File: src/rtl/digital_clock_pkg.sv
// Shared types, limits and BCD helpers for the clock time keeper.
// The 12-hour display helper is only referenced when CLOCK_12H_DISPLAY_EN is defined.
package digital_clock_pkg;

  typedef enum logic [1:0] {
    IDLE,
    CONVERT,
    CHECK
  } state_e;

  localparam logic [7:0]  HR_LIMIT  = 8'h24;
  localparam logic [7:0]  MS_LIMIT  = 8'h60;
  localparam int unsigned MAX_SETUP = 999999;
  localparam int unsigned BIN_W     = 20;
  localparam int unsigned BCD_W     = 24;

  // Two-digit BCD increment; returns {wrapped, next}. Wraps to 00 after 'last'.
  function automatic logic [8:0] bcd_inc(input logic [7:0] v, input logic [7:0] last);
    if (v == last) begin
      return 9'h100;
    end
    if (v[3:0] == 4'd9) begin
      return {1'b0, v[7:4] + 4'd1, 4'd0};
    end
    return {1'b0, v[7:4], v[3:0] + 4'd1};
  endfunction

  // 24-hour BCD hour to 12-hour BCD hour (00 -> 12, 13..23 -> 01..11).
  function automatic logic [7:0] hour_to_12h(input logic [7:0] h24);
    logic [4:0] bin;
    bin = 5'(h24[7:4]) * 5'd10 + 5'(h24[3:0]);
    if (bin == 5'd0) begin
      bin = 5'd12;
    end else if (bin > 5'd12) begin
      bin = bin - 5'd12;
    end
    if (bin >= 5'd10) begin
      return {4'd1, 4'(bin - 5'd10)};
    end
    return {4'd0, bin[3:0]};
  endfunction

endpackage

File: src/rtl/bin2bcd_seq.sv
// Sequential double-dabble: one shift/add-3 step per cycle over BIN_W bits.
// done_o marks the cycle whose closing edge writes the final BCD result.
module bin2bcd_seq
  import digital_clock_pkg::*;
(
  input  logic             clk_i,
  input  logic             rst_i,
  input  logic             start_i,
  input  logic [BIN_W-1:0] bin_i,
  output logic             busy_o,
  output logic             done_o,
  output logic [BCD_W-1:0] bcd_o
);

  localparam int unsigned CNT_W = $clog2(BIN_W);

  logic [BIN_W-1:0] bin_q;
  logic [BCD_W-1:0] bcd_q;
  logic [BCD_W-1:0] adj;
  logic [BCD_W-1:0] step;
  logic [CNT_W-1:0] cnt_q;
  logic             busy_q;
  logic             last;

  always_comb begin
    adj = bcd_q;
    for (int i = 0; i < BCD_W / 4; i++) begin
      if (bcd_q[4*i +: 4] >= 4'd5) begin
        adj[4*i +: 4] = bcd_q[4*i +: 4] + 4'd3;
      end
    end
  end

  assign step = {adj[BCD_W-2:0], bin_q[BIN_W-1]};
  assign last = busy_q && (cnt_q == CNT_W'(BIN_W - 1));

  always_ff @(posedge clk_i or posedge rst_i) begin
    if (rst_i) begin
      bin_q  <= '0;
      bcd_q  <= '0;
      cnt_q  <= '0;
      busy_q <= 1'b0;
    end else if (busy_q) begin
      bin_q <= {bin_q[BIN_W-2:0], 1'b0};
      bcd_q <= step;
      cnt_q <= cnt_q + CNT_W'(1);
      if (last) begin
        busy_q <= 1'b0;
      end
    end else if (start_i) begin
      bin_q  <= bin_i;
      bcd_q  <= '0;
      cnt_q  <= '0;
      busy_q <= 1'b1;
    end
  end

  assign busy_o = busy_q;
  assign done_o = last;
  assign bcd_o  = bcd_q;

endmodule

File: src/rtl/clock_time_keeper.sv
// HH:MM:SS time keeper with binary setup-value load via sequential BCD conversion.
// Optional CLOCK_12H_DISPLAY_EN: 12-hour hour display plus o_pm output.
module clock_time_keeper
  import digital_clock_pkg::*;
#(
  parameter int unsigned CLK_FREQ_HZ = 50_000_000,
  parameter int unsigned SETUP_W     = 40
) (
  input  logic               i_clk,
  input  logic               i_rst,
  input  logic [SETUP_W-1:0] i_setup_value,
  input  logic               i_load,
  input  logic               i_run,
  output logic [7:0]         o_hh_bcd,
  output logic [7:0]         o_mm_bcd,
  output logic [7:0]         o_ss_bcd,
  output logic               o_sec_tick,
  output logic               o_busy,
`ifdef CLOCK_12H_DISPLAY_EN
  output logic               o_pm,
`endif
  output logic               o_load_err
);

  localparam int unsigned      PRE_W   = (CLK_FREQ_HZ > 1) ? $clog2(CLK_FREQ_HZ) : 1;
  localparam logic [PRE_W-1:0] PRE_MAX = PRE_W'(CLK_FREQ_HZ - 1);

  state_e           state_q, state_d;
  logic [PRE_W-1:0] presc_q;
  logic [7:0]       hh_q, mm_q, ss_q;
  logic             tick_q, err_q, range_err_q;

  logic             accept, in_range, conv_start;
  logic             conv_busy, conv_done;
  logic [BCD_W-1:0] conv_bcd;
  logic [7:0]       cand_hh, cand_mm, cand_ss;
  logic             load_ok, load_commit;
  logic             presc_wrap, sec_inc;
  logic [8:0]       ss_nxt, mm_nxt, hh_nxt;

  assign accept     = (state_q == IDLE) && i_load;
  assign in_range   = ~|i_setup_value[SETUP_W-1:BIN_W] &&
                      (i_setup_value[BIN_W-1:0] <= BIN_W'(MAX_SETUP));
  assign conv_start = accept && in_range;

  bin2bcd_seq u_bin2bcd (
    .clk_i   (i_clk),
    .rst_i   (i_rst),
    .start_i (conv_start),
    .bin_i   (i_setup_value[BIN_W-1:0]),
    .busy_o  (conv_busy),
    .done_o  (conv_done),
    .bcd_o   (conv_bcd)
  );

  assign cand_hh = conv_bcd[23:16];
  assign cand_mm = conv_bcd[15:8];
  assign cand_ss = conv_bcd[7:0];

  // An out-of-range request never starts the converter, so its stale result is masked.
  assign load_ok     = !range_err_q && (cand_hh < HR_LIMIT) &&
                       (cand_mm < MS_LIMIT) && (cand_ss < MS_LIMIT);
  assign load_commit = (state_q == CHECK) && load_ok;

  // State register
  always_ff @(posedge i_clk or posedge i_rst) begin
    if (i_rst) begin
      state_q <= IDLE;
    end else begin
      state_q <= state_d;
    end
  end

  // Next-state logic
  always_comb begin
    state_d = state_q;
    unique case (state_q)
      IDLE: begin
        if (accept) begin
          state_d = in_range ? CONVERT : CHECK;
        end
      end
      CONVERT: begin
        if (conv_done) begin
          state_d = CHECK;
        end
      end
      CHECK:   state_d = IDLE;
      default: state_d = IDLE;
    endcase
  end

  // Output logic
  always_comb begin
    o_busy = (state_q != IDLE) || conv_busy;
  end

  always_ff @(posedge i_clk or posedge i_rst) begin
    if (i_rst) begin
      range_err_q <= 1'b0;
    end else if (accept) begin
      range_err_q <= !in_range;
    end
  end

  assign presc_wrap = i_run && (presc_q == PRE_MAX);
  // Wraps while busy are swallowed: no increment, no tick.
  assign sec_inc    = presc_wrap && (state_q == IDLE);

  always_ff @(posedge i_clk or posedge i_rst) begin
    if (i_rst) begin
      presc_q <= '0;
    end else if (!i_run || load_commit || presc_wrap) begin
      presc_q <= '0;
    end else begin
      presc_q <= presc_q + PRE_W'(1);
    end
  end

  assign ss_nxt = bcd_inc(ss_q, 8'h59);
  assign mm_nxt = bcd_inc(mm_q, 8'h59);
  assign hh_nxt = bcd_inc(hh_q, 8'h23);

  always_ff @(posedge i_clk or posedge i_rst) begin
    if (i_rst) begin
      hh_q <= 8'h00;
      mm_q <= 8'h00;
      ss_q <= 8'h00;
    end else if (load_commit) begin
      hh_q <= cand_hh;
      mm_q <= cand_mm;
      ss_q <= cand_ss;
    end else if (sec_inc) begin
      ss_q <= ss_nxt[7:0];
      if (ss_nxt[8]) begin
        mm_q <= mm_nxt[7:0];
        if (mm_nxt[8]) begin
          hh_q <= hh_nxt[7:0];
        end
      end
    end
  end

  always_ff @(posedge i_clk or posedge i_rst) begin
    if (i_rst) begin
      tick_q <= 1'b0;
      err_q  <= 1'b0;
    end else begin
      tick_q <= sec_inc;
      if (state_q == CHECK) begin
        err_q <= !load_ok;
      end
    end
  end

`ifdef CLOCK_12H_DISPLAY_EN
  assign o_hh_bcd = hour_to_12h(hh_q);
  assign o_pm     = (hh_q >= 8'h12);
`else
  assign o_hh_bcd = hh_q;
`endif
  assign o_mm_bcd   = mm_q;
  assign o_ss_bcd   = ss_q;
  assign o_sec_tick = tick_q;
  assign o_load_err = err_q;

endmodule

File: config.mk
export PLATFORM = sky130hd
export DESIGN_NAME = clock_time_keeper
export DESIGN_NICKNAME = d
export VERILOG_FILES = /design/src/rtl/digital_clock_pkg.sv /design/src/rtl/bin2bcd_seq.sv /design/src/rtl/clock_time_keeper.sv
export SDC_FILE = /design/constraint.sdc
export NUM_CORES = 1
export LEC_CHECK = 0
export BUFFER_PORTS_ARGS = -buffer_cell sky130_fd_sc_hd__buf_2
export CELL_PAD_IN_SITES_DETAIL_PLACEMENT = 1
export CELL_PAD_IN_SITES_GLOBAL_PLACEMENT = 1
export CORE_ASPECT_RATIO = 0.75
export CORE_MARGIN = 2
export CORE_UTILIZATION = 47
export CTS_BUF_LIST = sky130_fd_sc_hd__clkbuf_4 sky130_fd_sc_hd__clkbuf_8
export DETAILED_ROUTE_END_ITERATION = 10
export GPL_ROUTABILITY_DRIVEN = 0
export PLACE_DENSITY = 0.84
export SLEW_MARGIN = 20
export SYNTH_ARGS = -nofsm -noshare
export SYNTH_HDL_FRONTEND = slang
export SYNTH_SLANG_ARGS = --single-unit
File: constraint.sdc
create_clock -name i_clk -period 4.5 [get_ports i_clk]
set_input_delay 0.9 -clock i_clk [delete_from_list [all_inputs] [get_ports i_clk]]
set_output_delay 0.9 -clock i_clk [all_outputs]
set_load 0.05 [all_outputs]
-- Yosys cells after proc, flatten, opt, wreduce, memory -nomap -nowiden
Index checks and enable logic that the tools add are counted.
- magnitude comparators: 10
- equal/unequal tests: 12
- reduce and logical (&&, ||, !) cells: 34
- add/subtract/negate cells: 14
- muxes and demuxes: 50
- operators by type and width (kind ; number):
    8-bit two-way mux ; 13
    9-bit two-way mux ; 8
    24-bit two-way mux ; 2
    20-bit two-way mux ; 2
    26-bit by 1-bit adder with 26-bit output, second input constant ; 1
    26-bit == test, second input constant ; 1
    26-bit two-way mux ; 1
    4-bit by 1-bit adder with 4-bit output, second input constant ; 6
    4-bit by 3-bit greater-or-equal comparator with 1-bit output, second input constant ; 6
    4-bit by 2-bit adder with 4-bit output, second input constant ; 5
    20-bit less-or-equal comparator, second input constant ; 1
    4-bit two-way mux ; 5
    20-bit OR reduction ; 1
    8-bit by 7-bit == test with 1-bit output, second input constant ; 2
    8-bit by 7-bit < comparator with 1-bit output, second input constant ; 2
    4-bit == test, second input constant ; 3
    1-bit two-way mux ; 12
    1-bit logical AND ; 10
    5-bit two-way mux ; 2
    2-bit nonzero test ; 5
    3-bit nonzero test ; 3
    8-bit by 6-bit == test with 1-bit output, second input constant ; 1
    8-bit by 6-bit < comparator with 1-bit output, second input constant ; 1
    2-bit two-way mux ; 3
    other kinds (14) ; 24
- output and inout port bits: 27
- input bits: 44
- flip-flop bits (word level): 105

-- Depth between registers and ports, before layout
Gate-level depths: netlist (run 1).
- depth in word-level cells: 9
- gate-level depth with buffers: 9
- depth with buffers taken out: 7

-- Hierarchy
From an unflattened synthesis (run 1), not the netlist that was laid out.
- cells, all modules: 661
- area, all modules: 6074.6 µm²
- modules (own cells, without submodules) (module ; sequential area each (µm²) ; instances ; cells each ; area each (µm²)):
    clock_time_keeper ; 1376.3 ; 1 ; 366 ; 3258.1
    bin2bcd_seq ; 1251.2 ; 1 ; 295 ; 2816.5

-- Least setup slack after synthesis (run 1)
Ideal clock, no wire load.
- path kind: input -> register
- start point: input port i_setup_value[13]
- end point: register u_bin2bcd.bin_q[10]
- path buffers: 1
- required time: 4375 ps
- setup slack: 1825 ps
- library setup time: 125 ps
- arrival time: 2550 ps
- cell stages on the path: 6
- cell sequence: nor4_1 > a311oi_1 > nor4_2 > buf_2 > mux2_2 > mux2_2
- cells in the longest elaborated chain, start to end: 4
- ends and longest elaborated chain (item ; RTL line ; source):
    start, declared ; clock_time_keeper.sv:11 ; input logic [SETUP_W-1:0] i_setup_value,
    20-bit less-or-equal comparator ; clock_time_keeper.sv:43 ; (i_setup_value[BIN_W-1:0] <= BIN_W'(MAX_SETUP));
    1-bit logical AND ; clock_time_keeper.sv:42 ; assign in_range = ~|i_setup_value[SETUP_W-1:BIN_W] &&
    1-bit logical AND ; clock_time_keeper.sv:44 ; assign conv_start = accept && in_range;
    2-bit nonzero test (no line) ; - ;
    end signal, assigned ; bin2bcd_seq.sv:44 ; bin_q <= {bin_q[BIN_W-2:0], 1'b0};
    end signal, assigned ; bin2bcd_seq.sv:51 ; bin_q <= bin_i;
    end, declared ; bin2bcd_seq.sv:17 ; logic [BIN_W-1:0] bin_q;
No other way between the ends.
A chain may end at the register's enable or synchronous reset.

-- Worst setup path after layout (run 1)
- start point: register presc_q[0]
- end point: register presc_q[7]
- cells in the longest elaborated chain, start to end: 4
- elaborated cells between the ends (all ways): 5
- classes of those cells: add/sub (1); eq/ne (1); mux (1); reduce/logical (2)
- ends and longest elaborated chain (item ; RTL line ; source):
    start, declared ; clock_time_keeper.sv:29 ; logic [PRE_W-1:0] presc_q;
    start signal, assigned ; clock_time_keeper.sv:116 ; presc_q <= presc_q + PRE_W'(1);
    branches (longest 3 deep; another with 26-bit by 1-bit adder with 26-bit output) ; - ;
    26-bit two-way mux (*) ; clock_time_keeper.sv:113 ; end else if (!i_run || load_commit || presc_wrap) begin
Mark *: on every way between the ends.

==> results.sh, run 1 <==
export IMPL_drive_gt1_share_pct=20.3
export IMPL_dp_hpwl_mm=11.6
export IMPL_path_clk_slew_ns=0.09
export IMPL_synth_top_cell_by_area="dfrtp_1"
export IMPL_num_rows=35
export IMPL_holdWs_ns=0.495
export IMPL_nets=764
export IMPL_avgSynthCellArea_sq_um=9.57
export IMPL_p_sw_w=0.000376
export IMPL_clock_path_buffers=2
export IMPL_insertion_delay_ns=0.39
export IMPL_p_clk_share_pct=36.9
export IMPL_gr_total_overflow=0
export IMPL_grt_util_all_layers_pct=25.7
export IMPL_vdd_drop_max_mv=0.129
export IMPL_setup_violations=0
export IMPL_cp_arrival_ns=3.27
export IMPL_core_sq_um=12400
export IMPL_cp_end_kind="flop"
export IMPL_diodes=0
export IMPL_cts_tree="built"
export IMPL_yosysUniqueCellTypes=51
export IMPL_internal_power_w=0.00123
export IMPL_hold_path_depth=1
export IMPL_hold_viol=0
export IMPL_critical_path_max_stage_delay_ns=0.90
export IMPL_wl_per_cell_um=19.5
export IMPL_slew_headroom_pct=31.9
export IMPL_h_tree_depth=3
export IMPL_async_reset_ff_share_pct=100
export IMPL_multiInputGateArea_sq_um=3170
export IMPL_antenna_found_initial=0
export IMPL_switching_share_pct=23.4
export IMPL_fmax_mhz=335
export IMPL_ant_nets=0
export IMPL_post_cts_setup_buffers=0
export IMPL_dieArea_sq_um=13800
export IMPL_drc=0
export IMPL_start_util_pct=48.6
export IMPL_critical_path_required_ns=4.79
export IMPL_min_to="presc_q[0]"
export IMPL_grt_pass1_vias=5350
export IMPL_synth_ff_type="dfrtp_1"
export IMPL_ys_seq_area_share_pct=43.4
export IMPL_netlist_area_sq_um=6050
export IMPL_status="complete, no violations"
export IMPL_power_density_nw_per_um2=239
export IMPL_die_x_um=135
export IMPL_numCtsBuffers=9
export IMPL_drv_slew=0
export IMPL_critPathKind="flop to flop"
export IMPL_seq_power_share_pct=59.0
export IMPL_post_cts_resized=0
export IMPL_mostFrequentLayoutCells="104 x dfrtp_1, 70 x buf_2, 54 x nor2_1"
export IMPL_yosysTopAreaCellShare_pct=43.4
export IMPL_synth_cells=632
export IMPL_timing_rr_end="presc_q[7]"
export IMPL_routed_wl_mm=16.8
export IMPL_hold_buffers=0
export IMPL_fin_worst_skew_ns=0.0130
export IMPL_crit_path_start="presc_q[0]"
export IMPL_dr_total_vias=5119
export IMPL_fin_crit_sh_pct=66.3
export IMPL_rsz0062_at_grt="false"
export IMPL_p_total_w=0.00161
export IMPL_io_pins=71
export IMPL_cp_start_kind="flop"
export IMPL_ys_top_cells_by_area="dfrtp_1 43%, mux2_2 7.3%, ha_1 5.8%"
export IMPL_yosys_warnings=0
export IMPL_drtIter0Drc=282
export IMPL_synth_edf_count=0
export IMPL_p_leak_nw=3.09
export IMPL_cts_sinks=105
export IMPL_crit_slowest_cell="nand3_1"
export IMPL_syn_num_nets=704
export IMPL_final_common_cell="dfrtp_1"
export IMPL_ys_ff_latch=105
export IMPL_pwr_share_comb_pct=4.1
export IMPL_r2r_start="presc_q[0]"
export IMPL_tightest_slew_ns=1.02
export IMPL_setup_tns_final_ns=0
export IMPL_die_h_um=102
export IMPL_hold_path_class="flop to flop"
export IMPL_cts_root_buffer="clkbuf_8"
export IMPL_syn2layout_area_growth_pct=11.3
export IMPL_hp_start="presc_q[0]"
export IMPL_worstRegToRegCells=6
export IMPL_via_per_inst=5.94
export IMPL_num_fill_cells=1450
export IMPL_port_buffers=70
export IMPL_path_cells="ha_1 > and4_4 > nand4_1 > or3_1 > nand3_1 > nor2_1"
export IMPL_ff2ff_setup_slack_ns=1.52
export IMPL_critPathMaxFanout=26
export IMPL_grt_start_max_net_pins=77
export IMPL_first_pass_iters=4
export IMPL_cap_violations=0
export IMPL_grt_pass1_wl_mm=27.8
export IMPL_post_route_min_period_ns=2.98
export IMPL_seqCellArea_sq_um=2630
[synth_stat cells, types with 3 or more instances]
| master | instances |
|---|---|
| xnor2_1 | 25 |
| and3_1 | 11 |
| nand3_1 | 24 |
| nand3b_1 | 4 |
| ha_1 | 28 |
| or3_1 | 4 |
| xor2_1 | 7 |
| o21ai_0 | 39 |
| nor3_1 | 12 |
| and4_1 | 5 |
| nor4_1 | 13 |
| buf_2 | 7 |
| o31a_1 | 5 |
| mux2_2 | 39 |
| a21oi_1 | 17 |
| or4_1 | 10 |
| nand2b_1 | 15 |
| clkbuf_1 | 19 |
| nor2_1 | 54 |
| dfrtp_1 | 105 |
| nand4_1 | 10 |
| a21o_1 | 9 |
| and3b_1 | 3 |
| o31ai_1 | 16 |
| nand2_1 | 51 |
| a31oi_1 | 16 |
| mux2i_1 | 8 |
| nor3b_1 | 11 |
| inv_1 | 37 |
[worst max-delay path, delay by kind of cell, from the launching register on]
kind	cells	cell delay [ns]
AND/OR/NAND/NOR	5	2.21
flip-flops	1	0.42
adder cells (fa/ha/maj)	1	0.25
[per-stage QoR]
stage	utilization [%]	instance area, sq um	setup slack (ns)	std cells
6_report	54.1	6730	1.52	862
3_3_place_gp	52.7	6550	1.32	847
3_5_place_dp	52.7	6550	1.18	847
4_1_cts	54.1	6730	1.53	862
5_1_grt	54.1	6730	1.22	862
2_1_floorplan	-	6050	0.839	632
[logic make-up (layout without fill, tap and decap cells)]
group                      after synthesis  after routing  synth area share, %
AOI/OAI and AO/OA                      115            115                 12.0
xor gates and xnor gates                32             32                 4.63
adders and majority gates               28             28                 5.79
buffers and inverters                   65            129                 4.30
DFF                                    105            105                 43.4
muxes                                   47             47                 8.59
and+or+nand+nor                        240            240                 21.2
[power groups by stage]
stage / logic, W / clock network (W) / registers [W]
after floorplan: 0.0000306 / 0 / 0.000967
after global placement: 0.0000634 / 0 / 0.000968
after detailed placement: 0.0000670 / 0 / 0.000968
after CTS: 0.0000671 / 0.000604 / 0.000950
after global routing: 0.0000733 / 0.000634 / 0.000951
final: 0.0000652 / 0.000594 / 0.000950
[metal layers]
metal  wire [um]  global-route usage (%)  vias up
li1            -                       -     2376
met1        7650                    33.8     2610
met4         305                    7.21        0
met3         661                    4.41       27
met5           0                       0        -
met2        8230                    44.3      106
[state kept, by name, indices dropped and copies added (netlist names), 2 cells and up]
| signal | flops |
|---|---|
| state_q | 2 |
| u_bin2bcd.cnt_q | 5 |
| u_bin2bcd.bin_q | 20 |
| o_ss_bcd | 8 |
| u_bin2bcd.bcd_o | 24 |
| presc_q | 26 |
| o_hh_bcd | 8 |
| o_mm_bcd | 8 |
[worst max path at each step]
| stage | end | slack, ns | cells past startpoint |
|---|---|---|---|
| floorplan | o_hh_bcd[0] | 0.84 | 1 |
| global placement | u_bin2bcd.bin_q[8] | 1.32 | 7 |
| detailed placement | u_bin2bcd.bin_q[9] | 1.18 | 7 |
| CTS | presc_q[7] | 1.53 | 6 |
| global route | presc_q[7] | 1.22 | 6 |
| finish | presc_q[7] | 1.52 | 6 |
[layout make-up]
type / count / share of cell area, %
Multi-Input combinational cell: 462 / 47.1
Clock buffer: 11 / 2.06
Inverter: 37 / 2.10
Timing Repair Buffer: 77 / 5.98
Clock inverter: 4 / 0.669
Sequential cell: 105 / 39.0
Tap cell: 166 / 3.08
Power figures use the tool's default switching activity.
==> inputs of run 2 (changes only) <==
--- a/config.mk
+++ b/config.mk
@@ -5,16 +5,17 @@
 export SDC_FILE = /design/constraint.sdc
 export NUM_CORES = 1
 export LEC_CHECK = 0
+export ABC_AREA = 1
 export BUFFER_PORTS_ARGS = -buffer_cell sky130_fd_sc_hd__buf_2
 export CELL_PAD_IN_SITES_DETAIL_PLACEMENT = 1
 export CELL_PAD_IN_SITES_GLOBAL_PLACEMENT = 1
 export CORE_ASPECT_RATIO = 0.75
 export CORE_MARGIN = 2
-export CORE_UTILIZATION = 47
+export CORE_UTILIZATION = 45
 export CTS_BUF_LIST = sky130_fd_sc_hd__clkbuf_4 sky130_fd_sc_hd__clkbuf_8
 export DETAILED_ROUTE_END_ITERATION = 10
 export GPL_ROUTABILITY_DRIVEN = 0
-export PLACE_DENSITY = 0.84
+export PLACE_DENSITY = 0.85
 export SLEW_MARGIN = 20
 export SYNTH_ARGS = -nofsm -noshare
 export SYNTH_HDL_FRONTEND = slang
==> constraint.sdc (replaced) <==
create_clock -name i_clk -period 3 [get_ports i_clk]
set_input_delay 0.6 -clock i_clk [delete_from_list [all_inputs] [get_ports i_clk]]
set_output_delay 0.6 -clock i_clk [all_outputs]
set_load 0.05 [all_outputs]
==> run 2 against run 1 <==
First-iteration DRC count down 15%; total power increased by 56%; hold slack got worse by 0.21 ns; clock-buffer cell count up 1; non-clock buffer count is 2 higher; via count increased by 14%; flip-flop and latch count is the same; register-to-register slack worse by 0.66 ns; sequential power rose by 51%; routed wire length shrank 1.4%; die area grew 10%; cell count up 28%; critical endpoint is now o_ss_bcd[0].
==> results.sh, run 2 <==
export IMPL_dp_hpwl_mm=12.2
export IMPL_num_rows=37
export IMPL_top_layer="met4"
export IMPL_dr_total_vias=5830
export IMPL_critPathMaxFanout=24
export IMPL_p_total_w=0.00251
export IMPL_cp_depth=11
export IMPL_cts_tree="built"
export IMPL_dieArea_sq_um=15200
export IMPL_hold_path_class="input pin to async pin"
export IMPL_routed_wl_mm=16.6
export IMPL_wl_met1_mm=8.77
export IMPL_syn_num_nets=934
export IMPL_core_sq_um=13800
export IMPL_largest_reg_flops=26
export IMPL_wl_met2_mm=6.91
export IMPL_drc=0
export IMPL_path_cells="inv_1 > ha_1 > inv_1 > nor2_1 > nor2_1 > nand2_2 > buf_4 > nand2_1 > o22ai_1 > nand2_1 > nand2_1"
export IMPL_post_cts_setup_buffers=0
export IMPL_slew_headroom_pct=59.2
export IMPL_critPathBufInv=3
export IMPL_die_x_um=142
export IMPL_cts_sinks=105
export IMPL_critPathTopFamily="simple AND/OR/NAND/NOR gates"
export IMPL_critical_path_max_stage_delay_ns=0.48
export IMPL_ff2ff_setup_slack_ns=0.85
export IMPL_start_util_pct=46.4
export IMPL_synthTopCellsByCount="247 x nand2_1, 105 x dfrtp_1, 105 x nand3_1"
export IMPL_diodes=0
export IMPL_route_met3_wl_um=749
export IMPL_h_tree_depth=3
export IMPL_largest_register="presc_q"
export IMPL_crit_slowest_cell="dfrtp_1"
export IMPL_critical_path_required_ns=3.31
export IMPL_place_inst=1087
export IMPL_port_buffers=70
export IMPL_avgSynthCellArea_sq_um=7.42
export IMPL_fmax_mhz=466
export IMPL_die_h_um=107
export IMPL_yosysUniqueCellTypes=39
export IMPL_grt_pass1_wl_mm=28.6
export IMPL_insertion_delay_ns=0.37
export IMPL_synth_cells=862
export IMPL_antenna_found_initial=0
export IMPL_synth_edf_count=0
export IMPL_via_per_inst=5.30
export IMPL_gr_total_overflow=0
export IMPL_mostFrequentLayoutCells="247 x nand2_1, 105 x nand3_1, 105 x dfrtp_1"
export IMPL_cp_end_kind="flop"
export IMPL_numCtsBuffers=9
export IMPL_yosysTopAreaCellShare_pct=41.1
export IMPL_tightest_slew_ns=0.610
export IMPL_drv_slew=0
export IMPL_p_leak_nw=3.69
export IMPL_grt_pass1_vias=5886
export IMPL_worstRegToRegCells=11
export IMPL_async_reset_ff_share_pct=100
export IMPL_drtIter0Drc=239
export IMPL_grt_start_max_net_pins=60
export IMPL_clock_path_buffers=2
export IMPL_rsz0062_at_grt="false"
export IMPL_grt_util_all_layers_pct=23.2
export IMPL_cp_start_kind="flop"
export IMPL_yosys_warnings=0
export IMPL_syn2layout_area_growth_pct=10.9
export IMPL_fin_worst_skew_ns=0.00999
export IMPL_io_pins=71
export IMPL_nets=995
export IMPL_hold_viol=0
export IMPL_ant_nets=0
export IMPL_yosys_cell_count_top_type="nand2_1"
export IMPL_cts_root_buffer="clkbuf_8"
export IMPL_netlist_area_sq_um=6400
export IMPL_fin_cells=1101
export IMPL_setup_violations=0
export IMPL_power_density_nw_per_um2=354
export IMPL_synth_ff_type="dfrtp_1"
export IMPL_cap_violations=0
export IMPL_final_common_cell="nand2_1"
export IMPL_vdd_drop_max_mv=0.224
export IMPL_cp_arrival_ns=2.45
export IMPL_status="complete, no violations"
export IMPL_hold_buffers=0
export IMPL_critPathKind="flop to flop"
export IMPL_setup_tns_final_ns=0
export IMPL_post_cts_resized=0
export IMPL_synth_top_cell_by_area="dfrtp_1"
export IMPL_post_place_ws_ns=0.858
export IMPL_wl_per_cell_um=15.1
export IMPL_post_route_min_period_ns=2.15
export IMPL_ys_seq_area_share_pct=41.1
export IMPL_first_pass_iters=4
export IMPL_ys_ff_latch=105
export IMPL_fin_crit_sh_pct=71.5
export IMPL_worst_slack_ns=0.854
export IMPL_ys_top_cells_by_area="dfrtp_1 41%, nand2_1 14%, nand3_1 8.2%"
export IMPL_crit_top_cell="nand2_1"
export IMPL_path_clk_slew_ns=0.10
export IMPL_drive_gt1_share_pct=12.9
## run 2: cell count changes after synthesis, sizes merged, moves of 13 or more
cell    previous run  this run
a31oi             16         0
inv               37        80
mux2              39         0
nand2             51       252
nand2b            15         1
nand3             24       108
nor2              54       100
nor4              15         2
o22ai              0        14
o31ai             16         0
xnor2             25         9
xor2               7        24
## run 2: cell type report
type	count	area (sq um)
Tap cell	175	219
Clock buffer	12	153
Inverter	80	304
Fill cell	1830	6700
Sequential cell	105	2630
Multi-Input combinational cell	648	3320
Clock inverter	2	38.8
Timing Repair Buffer	79	430
## run 2: worst paths after layout
kind                                           from                 end
worst max-delay path            u_bin2bcd.bcd_o[20]         o_ss_bcd[0]
worst min register to register           presc_q[0]          presc_q[0]
worst max register to register  u_bin2bcd.bcd_o[20]         o_ss_bcd[0]
min in group i_clk                       presc_q[0]          presc_q[0]
worst min-delay path                          i_rst         presc_q[18]
max in group asynchronous                     i_rst  u_bin2bcd.bcd_o[3]
## run 2: cell families after synthesis
group,Yosys count,share of synthesized area [%]
simple gates,499,34.1
buf+inv,109,7.02
fa+ha+maj,28,5.48
flops,105,41.1
compound gates,88,7.76
xor+xnor,33,4.52
## run 2: power breakdown
part | switching (W) | internal [W]
Sequential | 0.0000114 | 0.00142
Clock | 0.000474 | 0.000423
Combinational | 0.000127 | 0.0000555
## run 2: routing by layer
layer | vias up | track usage, %
li1 | 2913 | -
met3 | 15 | 4.09
met1 | 2793 | 34.9
met2 | 109 | 35.5
met5 | - | 0
met4 | 0 | 4.36
## run 2: metrics by stage
stage	hold slack, ns	util (%)	instance area [sq um]
global placement	0.470	50.0	6900
CTS	0.308	51.4	7090
finish	0.287	51.4	7090
floorplan	0.447	-	6400
detailed placement	0.490	50.0	6900
global route	0.312	51.4	7090
==> inputs of run 3 (changes only) <==
==> constraint.sdc (replaced) <==
create_clock -name i_clk -period 2 [get_ports i_clk]
set_input_delay 0.4 -clock i_clk [delete_from_list [all_inputs] [get_ports i_clk]]
set_output_delay 0.4 -clock i_clk [all_outputs]
set_load 0.05 [all_outputs]
==> run 3 against run 2 <==
Sequential share of layout area shrank 1.1 points; global-route usage rose by 0.49 points; utilization is 1.6 points higher; setup slack worse by 0.72 ns; combinational power increased by 58%; sequential power is 50% higher; register-to-register slack got worse by 0.72 ns; maximum frequency up 15%; hold slack worse by 0.23 ns; total power rose by 53%.
==> results.sh, run 3 (same netlist as run 2, synthesis figures left out) <==
export IMPL_status="complete, no violations"
export IMPL_cts_tree="built"
export IMPL_cp_arrival_ns=2.16
export IMPL_tightest_slew_ns=0.583
export IMPL_switching_share_pct=26.0
export IMPL_p_clk_share_pct=36.5
export IMPL_core_sq_um=13800
export IMPL_cts_sinks=105
export IMPL_seq_power_share_pct=55.9
export IMPL_mostFrequentLayoutCells="245 x nand2_1, 104 x nand3_1, 104 x dfrtp_1"
export IMPL_via_per_inst=5.40
export IMPL_grt_pass1_wl_mm=29.0
export IMPL_grt_pass1_vias=5788
export IMPL_clock_path_buffers=2
export IMPL_critPathKind="flop to flop"
export IMPL_fmax_mhz=535
export IMPL_holdWs_ns=0.0620
export IMPL_nets=1010
export IMPL_first_pass_iters=4
export IMPL_largest_reg_flops=26
export IMPL_cp_start_kind="flop"
export IMPL_gr_total_overflow=0
export IMPL_grt_util_all_layers_pct=23.7
export IMPL_p_sw_w=0.00100
export IMPL_post_route_min_period_ns=1.87
export IMPL_grt_start_max_net_pins=47
export IMPL_critPathMaxFanout=15
export IMPL_port_buffers=70
export IMPL_p_total_w=0.00385
export IMPL_dr_total_vias=6035
export IMPL_h_tree_depth=3
export IMPL_cap_violations=0
export IMPL_fin_crit_sh_pct=93.4
export IMPL_hold_path_class="input pin to async pin"
export IMPL_ant_nets=0
export IMPL_path_clk_slew_ns=0.11
export IMPL_vdd_drop_max_mv=0.314
export IMPL_p_leak_nw=3.81
export IMPL_start_util_pct=46.4
export IMPL_largest_register="presc_q"
export IMPL_fin_cells=1118
export IMPL_cp_end_kind="flop"
export IMPL_slew_headroom_pct=61.1
export IMPL_internal_power_w=0.00284
export IMPL_numCtsBuffers=9
export IMPL_drtIter0Drc=268
export IMPL_routed_wl_mm=17.5
export IMPL_die_x_um=142
export IMPL_setup_violations=0
export IMPL_drv_slew=0
export IMPL_die_h_um=107
export IMPL_pwr_share_comb_pct=7.5
export IMPL_dp_hpwl_mm=12.5
export IMPL_place_inst=1094
export IMPL_fin_worst_skew_ns=0.00971
export IMPL_final_common_cell="nand2_1"
export IMPL_diodes=0
export IMPL_drc=0
export IMPL_drive_gt1_share_pct=15.3
export IMPL_cts_root_buffer="clkbuf_8"
export IMPL_critical_path_required_ns=2.29
export IMPL_io_pins=71
export IMPL_antenna_found_initial=0
export IMPL_dieArea_sq_um=15200
export IMPL_ff2ff_setup_slack_ns=0.13
export IMPL_rsz0062_at_grt="false"
export IMPL_syn2layout_area_growth_pct=14.2
export IMPL_wl_per_cell_um=15.6
export IMPL_insertion_delay_ns=0.39
export IMPL_num_rows=37
export IMPL_hold_viol=0
export IMPL_power_density_nw_per_um2=526
## run 3: power groups by stage
stage | clock, W | combinational [W] | sequential [W]
floorplan | 0 | 0.000167 | 0.00219
global placement | 0 | 0.000280 | 0.00219
detailed placement | 0 | 0.000288 | 0.00219
CTS | 0.00145 | 0.000290 | 0.00215
global route | 0.00153 | 0.000329 | 0.00215
finish | 0.00141 | 0.000289 | 0.00215
## run 3: path summary, 6_finish.rpt
kind / start / end / cells after the start
min: i_rst / range_err_q / 2
max: presc_q[1] / o_mm_bcd[7] / 10
max reg2reg: presc_q[1] / o_mm_bcd[7] / 10
max in group asynchronous: i_rst / o_ss_bcd[0] / 3
min in group i_clk: i_setup_value[0] / u_bin2bcd.bin_q[0] / 3
min reg2reg: presc_q[0] / presc_q[0] / 1
## run 3: layout make-up
cell class | count | area, sq um
fill | 1804 | 6490
sequential | 105 | 2630
inverter | 80 | 304
multi-input combinational | 652 | 3400
clock inverter | 6 | 66.3
tap | 175 | 219
timing repair buffer | 90 | 551
clock buffer | 10 | 138
## run 3: through the flow
step                utilization [%]  setup WS (ns)  cell area [sq um]  setup TNS, ns
floorplan                         -         0.0478               6400              0
global placement               50.7        0.00149               6990              0
detailed placement             50.7         -0.104               6990         -0.750
CTS                            52.2         0.0209               7200              0
global route                   53.0        0.00624               7310              0
finish                         53.0          0.132               7310              0
## run 3: timing repair
action | CTS | global route
endpoints found under the setup margin | 21 | 24
buffers inserted | 0 | 4
gates cloned | 0 | 4
pin swaps | 0 | 5
hold buffers | 0 | 0
resized for setup | 1 | 11
## run 3: metal layers
| layer | GRT usage (%) | share of wire [%] | routed length [um] |
|---|---|---|---|
| met3 | 3.87 | 3.7 | 641 |
| met1 | 35.1 | 51 | 8950 |
| met5 | 0 | 0 | 0 |
| met4 | 5.00 | 0.93 | 163 |
| met2 | 36.9 | 44 | 7720 |
## run 3: critical path, cell delays in order (launching register included)
cell	delay [ns]
dfrtp_1	0.41
ha_1	0.25
nand3_4	0.14
nor2_4	0.14
nand2_4	0.07
nor2_4	0.10
nand3_4	0.18
nand2_8	0.19
nand2_1	0.13
nand2_1	0.10
nand2_1	0.05
